### src/rtl/go_link_pkg.sv
// go_link_pkg: shared framing constants and state encodings for the move link.
// Rev 1.0
`default_nettype none

package go_link_pkg;

    localparam logic [7:0] HDR_BYTE  = 8'h47;
    localparam logic [7:0] PASS_MOVE = 8'hFF;

    typedef enum logic [3:0] {
        PKT_HDR   = 4'b0001,
        PKT_MOVE  = 4'b0010,
        PKT_CHECK = 4'b0100,
        PKT_EMIT  = 4'b1000
    } pkt_state_t;

    typedef enum logic [2:0] {
        RX_IDLE  = 3'd0,
        RX_START = 3'd1,
        RX_DATA  = 3'd2,
        RX_STOP  = 3'd3,
        RX_WAIT  = 3'd4
    } rx_state_t;

    // A move is legal if the check byte is its complement and it is a pass or on-board.
    function automatic logic move_ok(input logic [7:0] m, input logic [7:0] c);
        return (c == ~m) && ((m == PASS_MOVE) || ((m[7:4] <= 4'd8) && (m[3:0] <= 4'd8)));
    endfunction

endpackage

`default_nettype wire

### src/rtl/uart_rx_byte.sv
// uart_rx_byte: synchronizes rx_in and samples 8N1 bytes at mid-bit.
// Rev 1.0
`default_nettype none

module uart_rx_byte
    import go_link_pkg::*;
#(
    parameter int CLKS_PER_BIT = 868
) (
    input  logic       clk_in,
    input  logic       reset,
    input  logic       rx_in,
    output logic [7:0] rx_byte,
    output logic       byte_valid,
    output logic       frame_err
);

    localparam int CW = $clog2(CLKS_PER_BIT) + 1;
    localparam logic [CW-1:0] HALF_LAST = CW'(CLKS_PER_BIT / 2 - 1);
    localparam logic [CW-1:0] BIT_LAST  = CW'(CLKS_PER_BIT - 1);

    logic            sync1, sync2, rx_prev;
    rx_state_t       st, st_nx;
    logic [CW-1:0]   cnt, cnt_nx;
    logic [2:0]      bit_idx, bit_nx;
    logic [7:0]      shreg, sh_nx;
    logic            valid_nx, ferr_nx;

    always_ff @(posedge clk_in) begin
        if (reset) begin
            sync1      <= 1'b1;
            sync2      <= 1'b1;
            rx_prev    <= 1'b1;
            st         <= RX_IDLE;
            cnt        <= '0;
            bit_idx    <= '0;
            shreg      <= '0;
            byte_valid <= 1'b0;
            frame_err  <= 1'b0;
        end else begin
            sync1      <= rx_in;
            sync2      <= sync1;
            rx_prev    <= sync2;
            st         <= st_nx;
            cnt        <= cnt_nx;
            bit_idx    <= bit_nx;
            shreg      <= sh_nx;
            byte_valid <= valid_nx;
            frame_err  <= ferr_nx;
        end
    end

    always_comb begin
        st_nx    = st;
        cnt_nx   = cnt;
        bit_nx   = bit_idx;
        sh_nx    = shreg;
        valid_nx = 1'b0;
        ferr_nx  = 1'b0;
        case (st)
            RX_IDLE: begin
                if (rx_prev && !sync2) begin
                    st_nx  = RX_START;
                    cnt_nx = '0;
                end
            end
            RX_START: begin
                if (cnt == HALF_LAST) begin
                    cnt_nx = '0;
                    bit_nx = '0;
                    // Line back high at mid start bit means it was only a glitch.
                    st_nx  = sync2 ? RX_IDLE : RX_DATA;
                end else begin
                    cnt_nx = cnt + CW'(1);
                end
            end
            RX_DATA: begin
                if (cnt == BIT_LAST) begin
                    cnt_nx = '0;
                    sh_nx  = {sync2, shreg[7:1]};
                    if (bit_idx == 3'd7) st_nx = RX_STOP;
                    else                 bit_nx = bit_idx + 3'd1;
                end else begin
                    cnt_nx = cnt + CW'(1);
                end
            end
            RX_STOP: begin
                if (cnt == BIT_LAST) begin
                    cnt_nx = '0;
                    if (sync2) begin
                        valid_nx = 1'b1;
                        st_nx    = RX_IDLE;
                    end else begin
                        ferr_nx  = 1'b1;
                        st_nx    = RX_WAIT;
                    end
                end else begin
                    cnt_nx = cnt + CW'(1);
                end
            end
            RX_WAIT: begin
                if (sync2) st_nx = RX_IDLE;
            end
            default: st_nx = RX_IDLE;
        endcase
    end

    assign rx_byte = shreg;

endmodule

`default_nettype wire

### src/rtl/move_link_rx.sv
// move_link_rx: decodes 3-byte move packets from the opponent board with timeout.
// Rev 1.0
`default_nettype none

module move_link_rx
    import go_link_pkg::*;
#(
    parameter int CLKS_PER_BIT = 868,
    parameter int TIMEOUT_BITS = 40
) (
    input  logic       clk_in,
    input  logic       reset,
    input  logic       rx_in,
    input  logic       listen_en,
    output logic [7:0] move,
    output logic       move_avail,
    output logic       link_err,
    output logic [3:0] state
);

    localparam int TERM = TIMEOUT_BITS * CLKS_PER_BIT;
    localparam int TW   = $clog2(TERM) + 1;
    localparam logic [TW-1:0] TO_LAST = TW'(TERM - 1);

    logic [7:0]    rx_byte;
    logic          byte_valid, frame_err;
    pkt_state_t    pst, pst_nx;
    logic [7:0]    m_reg, m_nx;
    logic [TW-1:0] tcnt, tcnt_nx;
    logic          err_nx, timeout, in_pkt;

    uart_rx_byte #(
        .CLKS_PER_BIT (CLKS_PER_BIT)
    ) u_rx (
        .clk_in     (clk_in),
        .reset      (reset),
        .rx_in      (rx_in),
        .rx_byte    (rx_byte),
        .byte_valid (byte_valid),
        .frame_err  (frame_err)
    );

    assign in_pkt  = (pst == PKT_MOVE) || (pst == PKT_CHECK);
    assign timeout = (tcnt == TO_LAST);

    always_comb begin
        pst_nx  = pst;
        m_nx    = m_reg;
        err_nx  = frame_err;
        tcnt_nx = tcnt;
        if (byte_valid || !in_pkt) tcnt_nx = '0;
        else if (!timeout)         tcnt_nx = tcnt + TW'(1);
        // A byte arriving on the expiry cycle wins over the timeout.
        case (pst)
            PKT_HDR: begin
                if (byte_valid && rx_byte == HDR_BYTE) pst_nx = PKT_MOVE;
            end
            PKT_MOVE: begin
                if (byte_valid) begin
                    m_nx   = rx_byte;
                    pst_nx = PKT_CHECK;
                end else if (timeout) begin
                    pst_nx = PKT_HDR;
                    err_nx = 1'b1;
                end
            end
            PKT_CHECK: begin
                if (byte_valid) begin
                    if (move_ok(m_reg, rx_byte)) begin
                        pst_nx = PKT_EMIT;
                    end else begin
                        pst_nx = PKT_HDR;
                        err_nx = 1'b1;
                    end
                end else if (timeout) begin
                    pst_nx = PKT_HDR;
                    err_nx = 1'b1;
                end
            end
            PKT_EMIT: pst_nx = PKT_HDR;
            default:  pst_nx = PKT_HDR;
        endcase
    end

    always_ff @(posedge clk_in) begin
        if (reset) begin
            pst        <= PKT_HDR;
            m_reg      <= '0;
            tcnt       <= '0;
            move       <= PASS_MOVE;
            move_avail <= 1'b0;
            link_err   <= 1'b0;
        end else begin
            pst        <= pst_nx;
            m_reg      <= m_nx;
            tcnt       <= tcnt_nx;
            link_err   <= err_nx;
            move_avail <= (pst == PKT_EMIT) && listen_en;
            if ((pst == PKT_EMIT) && listen_en) move <= m_reg;
        end
    end

    assign state = pst;

endmodule

`default_nettype wire

### config.mk
export PLATFORM = sky130hd
export DESIGN_NAME = move_link_rx
export DESIGN_NICKNAME = d
export VERILOG_FILES = /design/src/rtl/go_link_pkg.sv /design/src/rtl/uart_rx_byte.sv /design/src/rtl/move_link_rx.sv
export SDC_FILE = /design/constraint.sdc
export NUM_CORES = 1
export LEC_CHECK = 0
export BUFFER_PORTS_ARGS = -buffer_cell sky130_fd_sc_hd__buf_2
export CORE_MARGIN = 3
export CORE_UTILIZATION = 50
export DETAILED_ROUTE_END_ITERATION = 12
export GPL_TIMING_DRIVEN = 0
export PLACE_DENSITY = 0.66
export REMOVE_ABC_BUFFERS = 1
export SYNTH_ARGS = -nofsm -noshare
export SYNTH_HDL_FRONTEND = slang
export SYNTH_HIERARCHICAL = 1
export SYNTH_SLANG_ARGS = --single-unit
### constraint.sdc
create_clock -name clk_in -period 5.3 [get_ports clk_in]
set_input_delay 0.53 -clock clk_in [delete_from_list [all_inputs] [get_ports clk_in]]
set_output_delay 0.53 -clock clk_in [all_outputs]
set_load 0.05 [all_outputs]
==> results.yml, run 1 <==
yosys:
  synth_compound_gate_area_share: 0.1151
  yosysUniqueCellTypes: 47
  yosys_warnings: 6
  synthTopCellsByArea: "dfxtp_1 43%, mux2i_1 5.7%, nand2_1 4.8%"
  syn_area_um2: 3176
  seq_area_frac_synth: 0.4350
  synthAdderAreaFrac: 0.01970
  yosysMostFrequentCell: "dfxtp_1"
  avgSynthCellArea_um2: 8.676
  syn-instance-count: 366
  synth_mux_area_frac: 0.05674
  ys_ff_latch: 69
  yosysTopAreaCell: "dfxtp_1"
  synth_top_family_by_area: "simple AND/OR/NAND/NOR gates"
  ys.flop_type: "dfxtp_1"
  synthSimpleGateAreaFrac: 0.2908
  synth-edff-count: 0
  synthArstFlopShare: 0
  synth.top_cell.area_share: 0.4350
  synth_xor_area_frac: 0.05792
  yosys-top-cells-count: "69 x dfxtp_1, 41 x nand2_1, 35 x nor2_1, 25 x a21oi_1, 22 x nand3_1"
sta:
  finalCriticalPeriod_ns: 2.396
  worst_clock_skew_ns: 0.004285
  slew_headroom: 0.4351
  post-route-period-util: 0.4520
  hold_viol: 0
  holdWs_ns: 0.3681
  setup_viol: 0
  finalSetupTns_ns: 0
  max_freq_ghz: 0.4174
  tightest_slew_ns: 0.8422
  slew_violations: 0
  rsz0062_at_grt: "no"
layout:
  syn_to_final_growth_pct: 11.78
  top_register: "tcnt"
  largestRegisters: "tcnt (17), u_rx/cnt (11)"
  drive_above_1_share: 0.1247
  instances_no_fill: 460
  largest_register_ffs: 17
  post-route-cell-area_um2: 3550
  nNetsFinal: 389
  fill_cells: 540
  diodes: 0
floorplanning:
  initial_utilization: 0.5270
  fp-row-count: 28
  io_pins: 18
  dieArea_um2: 7344
  die_x_um: 85.70
  die_y_um: 85.70
  core_region_area_um2: 6026
cts:
  cts-resized-gates: 0
  cts_setup_buffers: 0
  clock-sinks: 69
  clockBufferDepth: 2
  tritoncts: "done"
  postCtsHoldBufs: 0
  cts-root-buf: "clkbuf_8"
  h-tree-depth: 3
  clk_pin_slew_ns: 0.08
  cts_buffers: 9
  clk_latency_ns: 0.34
placed_design:
  gp_congestion: 0.8183
  dpl.cell_count: 444
  dp_hpwl_mm: 4.272
  placed_area_um2: 3298
  port_buffers: 17
setup_path:
  cp_max_fo: 11
  regToRegSetupSlack_ns: 2.90
  timing.rr.end: "u_rx/st[0]"
  crit_arrival_ns: 2.67
  reg2reg_from: "u_rx/cnt[2]"
  r2r_cells: 5
  end_kind: "register"
  worstSetupPathType: "register to register"
  crit_path_start_kind: "register"
  required_ns: 5.57
power_and_ir_drop:
  p_int_mw: 0.8390
  pwr_density_cell_nw_per_um2: 299.1
  switchingPower_mw: 0.2227
  p_clk_frac: 0.494
  comb_power_share: 0.015
  pwr-share-seq: 0.491
  leakagePower_nw: 1.238
  p_total_mw: 1.062
  p_sw_frac: 0.2098
  peakVddDrop_mv: 0.1916
worst_hold_path:
  hold_end: "u_rx/sync1"
  min_from: "rx_in"
  holdPathStages: 2
  hold_class: "input port to register"
global_route:
  grt_usage: 0.1864
  grt_first_pass_wirelength_mm: 11.15
  grt_max_degree: 40
  antenna_found_initial: 0
  grt.overflow.total: 0
  grt_pass1_vias: 2439
detailed_routing:
  drtIter0Drc: 106
  ant_nets: 0
  vias: 2596
  routedWlPerCell_um: 13.63
  post_drt_via_cell_ratio: 5.643
  drt_wl_total_mm: 6.268
  drt_pass1_iterations: 4
  drc: 0
status:
  status: "completed"
job:
  max_cap_viol_count: 0
==> worst max path at each step <==
stage | cells after the start | from | slack [ns] | to
6_report | 5 | u_rx/cnt[2] | 2.90 | u_rx/st[0]
5_1_grt | 5 | u_rx/cnt[2] | 2.78 | u_rx/st[0]
4_1_cts | 6 | u_rx/cnt[0] | 2.78 | u_rx/cnt[10]
3_5_place_dp | 4 | reset | 2.71 | u_rx/cnt[10]
3_3_place_gp | 4 | reset | 2.79 | u_rx/cnt[10]
2_1_floorplan | 5 | u_rx/cnt[2] | 3.23 | u_rx/st[0]
==> layout by cell type (no fill, tap or decap), types with 3 or more instances in the layout <==
cell	Yosys	routed
dfxtp_1	69	69
nand4_1	9	9
nand2_1	41	41
o31ai_1	4	3
mux2i_1	18	18
ha_1	5	5
nand2b_1	13	13
inv_1	5	5
and4_1	4	4
nor2_1	35	35
o22ai_1	3	3
and3_1	6	6
buf_2	3	17
nor3_1	8	8
xor2_1	7	7
nand3_1	22	22
or3_1	3	3
o21ai_0	7	7
or2_2	7	7
a21oi_1	25	25
clkbuf_8	0	9
a31oi_1	9	9
nor4_1	5	5
xnor2_1	14	14
bufinv_16	0	3
nor4b_1	3	3
==> through the flow <==
| step | worst slack, ns | util |
|---|---|---|
| 2_1_floorplan | 3.229 | - |
| 3_3_place_gp | 2.786 | 0.5473 |
| 3_5_place_dp | 2.709 | 0.5473 |
| 4_1_cts | 2.777 | 0.5882 |
| 5_1_grt | 2.779 | 0.5891 |
| 6_report | 2.904 | 0.5891 |
==> layout make-up <==
cell class                 count  area [µm²]  area share
clock buffer                   9       123.9     0.03490
multi-input combinational    277        1720      0.4847
timing repair buffer          17       85.08     0.02397
sequential                    69        1381      0.3891
tap                           75       93.84     0.02644
clock inverter                 7       122.6     0.03454
inverter                       6       22.52    0.006345
==> layer usage <==
metal,vias up,track usage,routed length (µm)
met4,0,0.08201,106
met3,11,0.03458,228
met5,-,0,0
met1,1210,0.2527,3122
li1,1329,-,-
met2,46,0.2895,2811
==> kinds of logic (layout without fill, tap and decap cells) <==
logic type,count (synthesis),in the layout
adders and majority gates,5,5
muxes,18,18
DFF,69,69
buffers and inverters,20,39
AOI/OAI and AO/OA,60,60
and+or+nand+nor,173,173
xor gates and xnor gates,21,21
==> power by group through the flow <==
stage / registers, mW / logic [mW] / clock network (mW)
2_1_floorplan: 0.533 / 0.00838 / 0
3_3_place_gp: 0.533 / 0.0157 / 0
3_5_place_dp: 0.533 / 0.0159 / 0
4_1_cts: 0.521 / 0.0160 / 0.536
5_1_grt: 0.521 / 0.0179 / 0.559
6_report: 0.521 / 0.0161 / 0.525
==> critical path, stage by stage (launching register included) <==
cell	delay [ns]
dfxtp_1	0.37
or3_4	0.42
nor4_4	0.63
o21ai_2	0.25
or4b_1	0.50
a21oi_1	0.15
No activity file was read; power rests on OpenSTA's default activity.
==> run 2, diff against run 1 <==
- ABC_AREA: not set -> 1
- PLACE_DENSITY: 0.66 -> 0.69
- clock period: 5.3 -> 2.2 ns (I/O delays scaled with it)
==> run 2 against run 1 <==
Net effect:
- core utilization decreased by 0.50 points
- flip-flop and latch count unchanged
- final area increased by 8.1%
- largest cell class unchanged
==> results.yml, run 2 <==
status:
  status: "completed"
yosys:
  yosysMostFrequentCell: "nand2_1"
  avgSynthCellArea_um2: 6.594
  yosysUniqueCellTypes: 31
  syn_area_um2: 3495
  synth-edff-count: 0
  ys.flop_type: "dfxtp_1"
  syn-instance-count: 530
  seq_area_frac_synth: 0.3953
  ys_ff_latch: 69
  yosys-top-cells-count: "125 x nand2_1, 82 x nor2_1, 76 x inv_1, 69 x dfxtp_1"
  yosys_warnings: 6
  synthTopCellsByArea: "dfxtp_1 40%, nand2_1 13%, nor2_1 8.8%"
  yosysTopAreaCell: "dfxtp_1"
  synth.top_cell.area_share: 0.3953
  synthArstFlopShare: 0
power_and_ir_drop:
  leakagePower_nw: 1.640
  peakVddDrop_mv: 0.7816
  p_total_mw: 3.171
  pwr-share-seq: 0.437
  p_sw_frac: 0.3410
  pwr_density_cell_nw_per_um2: 826.5
  switchingPower_mw: 1.081
  comb_power_share: 0.248
  p_clk_frac: 0.315
  p_int_mw: 2.090
sta:
  finalCriticalPeriod_ns: 1.830
  hold_viol: 0
  tightest_slew_ns: 0.6926
  slew_headroom: 0.5377
  setup_viol: 0
  worst_clock_skew_ns: 0.01255
  finalSetupTns_ns: 0
  slew_violations: 0
  rsz0062_at_grt: "no"
  post-route-period-util: 0.8320
  max_freq_ghz: 0.5464
setup_path:
  cp_max_fo: 11
  crit_buf_inv: 3
  crit_chain: "inv_1 > nand2_1 > a21oi_2 > inv_1 > o21ai_0 > nand3_1 > inv_1"
  path_delay_family: "compound AO/OA/AOI/OAI gates"
  cp_slowest_cell: "a21oi_2"
  required_ns: 2.48
  crit_path_start_kind: "register"
  worstSetupPathType: "register to register"
  path_common_cell: "inv_1"
  crit_arrival_ns: 2.11
  end_kind: "register"
  slowest_delay_ns: 0.48
layout:
  nNetsFinal: 558
  top_register: "tcnt"
  drive_above_1_share: 0.1083
  final_common_cell: "nand2_1"
  syn_to_final_growth_pct: 9.774
  most-common-layout-cells: "125 x nand2_1, 82 x nor2_1, 76 x inv_1, 69 x dfxtp_1"
  diodes: 0
  largestRegisters: "tcnt (17), u_rx/cnt (11)"
  largest_register_ffs: 17
worst_hold_path:
  hold_class: "input port to register"
floorplanning:
  core_region_area_um2: 6568
  die_x_um: 89.60
  fp-row-count: 29
  initial_utilization: 0.5321
  dieArea_um2: 8028
  io_pins: 18
  die_y_um: 89.60
global_route:
  grt_first_pass_wirelength_mm: 12.22
  grt_max_degree: 25
  grt.overflow.total: 0
  grt_usage: 0.1930
  antenna_found_initial: 0
  grt_pass1_vias: 2841
cts:
  cts_setup_buffers: 0
  postCtsHoldBufs: 0
  clockBufferDepth: 2
  cts-resized-gates: 0
  cts_buffers: 9
  cts-root-buf: "clkbuf_8"
  clk_latency_ns: 0.34
  clk_pin_slew_ns: 0.07
  tritoncts: "done"
  clock-sinks: 69
  h-tree-depth: 3
detailed_routing:
  post_drt_via_cell_ratio: 4.961
  drc: 0
  drtIter0Drc: 161
  drt_pass1_iterations: 4
  vias: 3210
  routedWlPerCell_um: 10.82
  drt_wl_total_mm: 6.998
  ant_nets: 0
job:
  max_cap_viol_count: 0
placed_design:
  gp_congestion: 0.8451
  port_buffers: 17
  dp_hpwl_mm: 5.084
## run 2: changes by cell type in the layout (fill, tap and decap cells not counted), sizes merged, moves of 7 or more
cell | before | now
nor2 | 35 | 91
o21ai | 8 | 34
o211ai | 0 | 8
nand3 | 22 | 34
a21oi | 27 | 35
mux2i | 18 | 0
a31oi | 9 | 2
nand2b | 13 | 0
nand2 | 41 | 134
inv | 6 | 79
xnor2 | 14 | 0
## run 2: cells by family (layout without fill, tap and decap cells)
| group | count (synthesis) | in the layout | synth area share |
|---|---|---|---|
| AND/OR/NAND/NOR | 285 | 285 | 0.3555 |
| XOR/XNOR | 3 | 3 | 0.007520 |
| flip-flops | 69 | 69 | 0.3953 |
| adder cells (fa/ha/maj) | 5 | 5 | 0.01790 |
| AO/OA/AOI/OAI | 80 | 80 | 0.1242 |
| buffers and inverters | 88 | 112 | 0.09953 |
## run 2: through the flow
stage | utilization | area [µm²] | hold slack (ns) | worst slack, ns | std cells
global placement | 0.5550 | 3645 | 0.4008 | 0.1805 | 631
global route | 0.5841 | 3836 | 0.05995 | 0.09212 | 647
finish | 0.5841 | 3836 | 0.07346 | 0.3697 | 647
CTS | 0.5841 | 3836 | 0.05842 | 0.3506 | 647
detailed placement | 0.5550 | 3645 | 0.4090 | 0.1398 | 631
floorplan | - | 3443 | 0.2891 | 0.4902 | 521
## run 2: power groups by stage
stage / registers [mW] / logic, mW / clock network, mW
6_report: 1.39 / 0.786 / 0.998
2_1_floorplan: 1.41 / 0.631 / 0
5_1_grt: 1.40 / 0.939 / 1.09
3_3_place_gp: 1.41 / 0.775 / 0
4_1_cts: 1.38 / 0.794 / 1.03
3_5_place_dp: 1.41 / 0.794 / 0
## run 2: worst paths after layout
| check | startpoint | depth (start not counted) | slack, ns | end |
|---|---|---|---|---|
| hold reg to reg | u_rx/sync1 | 1 | 0.42 | u_rx/sync2 |
| hold / removal | rx_in | 2 | 0.07 | u_rx/sync1 |
| setup / recovery | u_rx/sync2 | 7 | 0.37 | u_rx/cnt[4] |
| setup reg to reg | u_rx/sync2 | 7 | 0.37 | u_rx/cnt[4] |
## run 2: per-layer routing
| layer | global-route usage | vias up | share of wire |
|---|---|---|---|
| met5 | 0 | - | 0 |
| met4 | 0.04871 | 0 | 0.0060 |
| met3 | 0.06296 | 5 | 0.041 |
| met2 | 0.3245 | 44 | 0.46 |
| met1 | 0.2385 | 1439 | 0.49 |
| li1 | - | 1722 | - |
## run 2: layout make-up
class | instances | area [µm²]
Clock buffer | 10 | 127.6
Clock inverter | 6 | 63.81
Fill cell | 620 | 2731
Inverter | 79 | 296.5
Multi-Input combinational cell | 373 | 1765
Sequential cell | 69 | 1381
Tap cell | 93 | 116.4
Timing Repair Buffer | 17 | 85.08
## run 2: worst reg2reg max path, stage by stage, from the launching register on
cell and delay (ns):
dfxtp_1 0.32, inv_1 0.15, nand2_1 0.12, a21oi_2 0.48, inv_1 0.26, o21ai_0 0.26, nand3_1 0.11, inv_1 0.08
==> run 3, diff against run 2 <==
- clock period: 2.2 -> 1.55 ns (I/O delays scaled with it)
==> run 3 against run 2 <==
Net effect:
- fmax increased by 21%
- non-clock buffer count rose by 17
- combinational power rose by 65%
- wire length up 5.6%
- flip-flop and latch count unchanged
- critical path depth increased by 2
- final area up 6.6%
- hold slack better by 0.063 ns
- setup slack worse by 0.33 ns
- largest cell class unchanged
- largest power group unchanged
- highest routed layer unchanged
==> results.yml, run 3 (synthesis results as in run 2) <==
power_and_ir_drop:
  switchingPower_mw: 1.630
  p_sw_frac: 0.3456
  leakagePower_nw: 1.726
  peakVddDrop_mv: 1.137
  pwr-share-seq: 0.424
  pwr_density_cell_nw_per_um2: 1154
  p_int_mw: 3.086
  p_clk_frac: 0.300
  comb_power_share: 0.276
global_route:
  grt_max_degree: 25
  grt_usage: 0.1942
  grt.overflow.total: 0
  grt_pass1_vias: 2864
  antenna_found_initial: 0
  grt_first_pass_wirelength_mm: 12.28
layout:
  drive_above_1_share: 0.1699
  diodes: 0
  seq_area_um2: 1390
  postLayoutCoreUtil: 0.6224
  nNetsFinal: 575
  final_common_cell: "nand2_1"
  fill_cells: 596
  largestRegisters: "tcnt (17), u_rx/cnt (11)"
  largest_register_ffs: 17
  syn_to_final_growth_pct: 16.97
  most-common-layout-cells: "123 x nand2_1, 75 x nor2_1, 72 x inv_1, 66 x dfxtp_1, 33 x a21oi_1"
  multi_input_area_um2: 1876
  top_register: "tcnt"
setup_path:
  reg2reg_from: "u_rx/cnt[1]"
  worstSetupPathType: "register to register"
  regToRegSetupSlack_ns: 0.04
  crit_path_start_kind: "register"
  cp_max_fo: 11
  crit_arrival_ns: 1.74
  required_ns: 1.79
  r2r_cells: 9
  timing.rr.end: "u_rx/cnt[1]"
  end_kind: "register"
cts:
  clockBufferDepth: 2
  tritoncts: "done"
  h-tree-depth: 3
  cts_buffers: 9
  clock-sinks: 69
  cts-root-buf: "clkbuf_8"
  clk_latency_ns: 0.34
  clk_pin_slew_ns: 0.07
job:
  max_cap_viol_count: 0
worst_hold_path:
  hold_end: "u_rx/cnt[10]"
  min_from: "reset"
  hold_class: "input port to register"
  holdPathStages: 2
floorplanning:
  core_region_area_um2: 6568
  initial_utilization: 0.5321
  die_y_um: 89.60
  die_x_um: 89.60
  fp-row-count: 29
  dieArea_um2: 8028
  io_pins: 18
detailed_routing:
  drt_wl_total_mm: 7.389
  ant_nets: 0
  drt_pass1_iterations: 4
  drc: 0
  vias: 3299
  post_drt_via_cell_ratio: 4.968
  routedWlPerCell_um: 11.13
  drtIter0Drc: 182
sta:
  finalSetupTns_ns: 0
  rsz0062_at_grt: "yes"
  finalCriticalPeriod_ns: 1.508
  tightest_slew_ns: 0.6987
  worst_clock_skew_ns: 0.01131
  max_freq_ghz: 0.6633
  setup_viol: 0
  hold_viol: 0
  post-route-period-util: 0.9726
  slew_headroom: 0.5337
  slew_violations: 0
status:
  status: "completed"
placed_design:
  port_buffers: 17
  dp_hpwl_mm: 5.084
  gp_congestion: 0.8451
run 3: through the flow:
step / std cells / setup slack, ns / cell area (µm²) / power [mW] / hold slack, ns
6_report: 664 / 0.04249 / 4088 / 4.716 / 0.1361
5_1_grt: 664 / -0.08291 / 4088 / 5.062 / 0.1431
4_1_cts: 652 / 0.003316 / 3911 / 4.671 / 0.1304
3_5_place_dp: 631 / -0.4452 / 3645 / 3.132 / 0.3502
3_3_place_gp: 631 / -0.4045 / 3645 / 3.102 / 0.3546
2_1_floorplan: 521 / -0.1598 / 3443 / 2.893 / 0.2241
run 3: worst max-delay path: stages, from the launching register on:
cell	delay, ns
dfxtp_4	0.37
inv_2	0.07
ha_4	0.12
nand4_1	0.10
o21ai_0	0.33
nand2_4	0.16
nand2_1	0.08
o21ai_0	0.07
nand2_1	0.06
inv_1	0.05
run 3: timing repair:
| item | 4_1_cts | 5_1_grt |
|---|---|---|
| gates cloned | 0 | 0 |
| endpoints found under the hold margin | 1 | 0 |
| hold buffers | 1 | 0 |
| buffers inserted | 4 | 12 |
| resized for setup | 13 | 23 |
| pin swaps | 7 | 16 |
| setup endpoints to repair | 30 | 48 |
run 3: layer usage:
layer,GRT usage,wire length (µm)
met5,0,0
met2,0.3278,3474
met1,0.2392,3623
met4,0.04871,29
met3,0.06296,262
run 3: worst max path at each step:
stage / start / to / slack, ns / depth (start not counted)
2_1_floorplan: state[3] / tcnt[0] / -0.16 / 7
3_3_place_gp: reset / tcnt[2] / -0.40 / 6
3_5_place_dp: reset / tcnt[2] / -0.45 / 6
4_1_cts: tcnt[1] / link_err / 0.003 / 7
5_1_grt: u_rx/cnt[0] / u_rx/st[0] / -0.08 / 11
6_report: u_rx/cnt[1] / u_rx/cnt[1] / 0.04 / 9
run 3: power groups by stage:
stage | Combinational, mW | Clock (mW) | Sequential, mW
2_1_floorplan | 0.896 | 0 | 2.00
3_3_place_gp | 1.10 | 0 | 2.00
3_5_place_dp | 1.13 | 0 | 2.01
4_1_cts | 1.23 | 1.46 | 1.98
5_1_grt | 1.51 | 1.54 | 2.01
6_report | 1.30 | 1.41 | 2.00
run 3: cell type report:
class                           instances  share of cell area
Clock buffer                           10             0.03122
Clock inverter                          6             0.01561
Inverter                               79             0.07316
Multi-Input combinational cell        373              0.4588
Sequential cell                        69              0.3401
Tap cell                               93             0.02847
Timing Repair Buffer                   34             0.05265
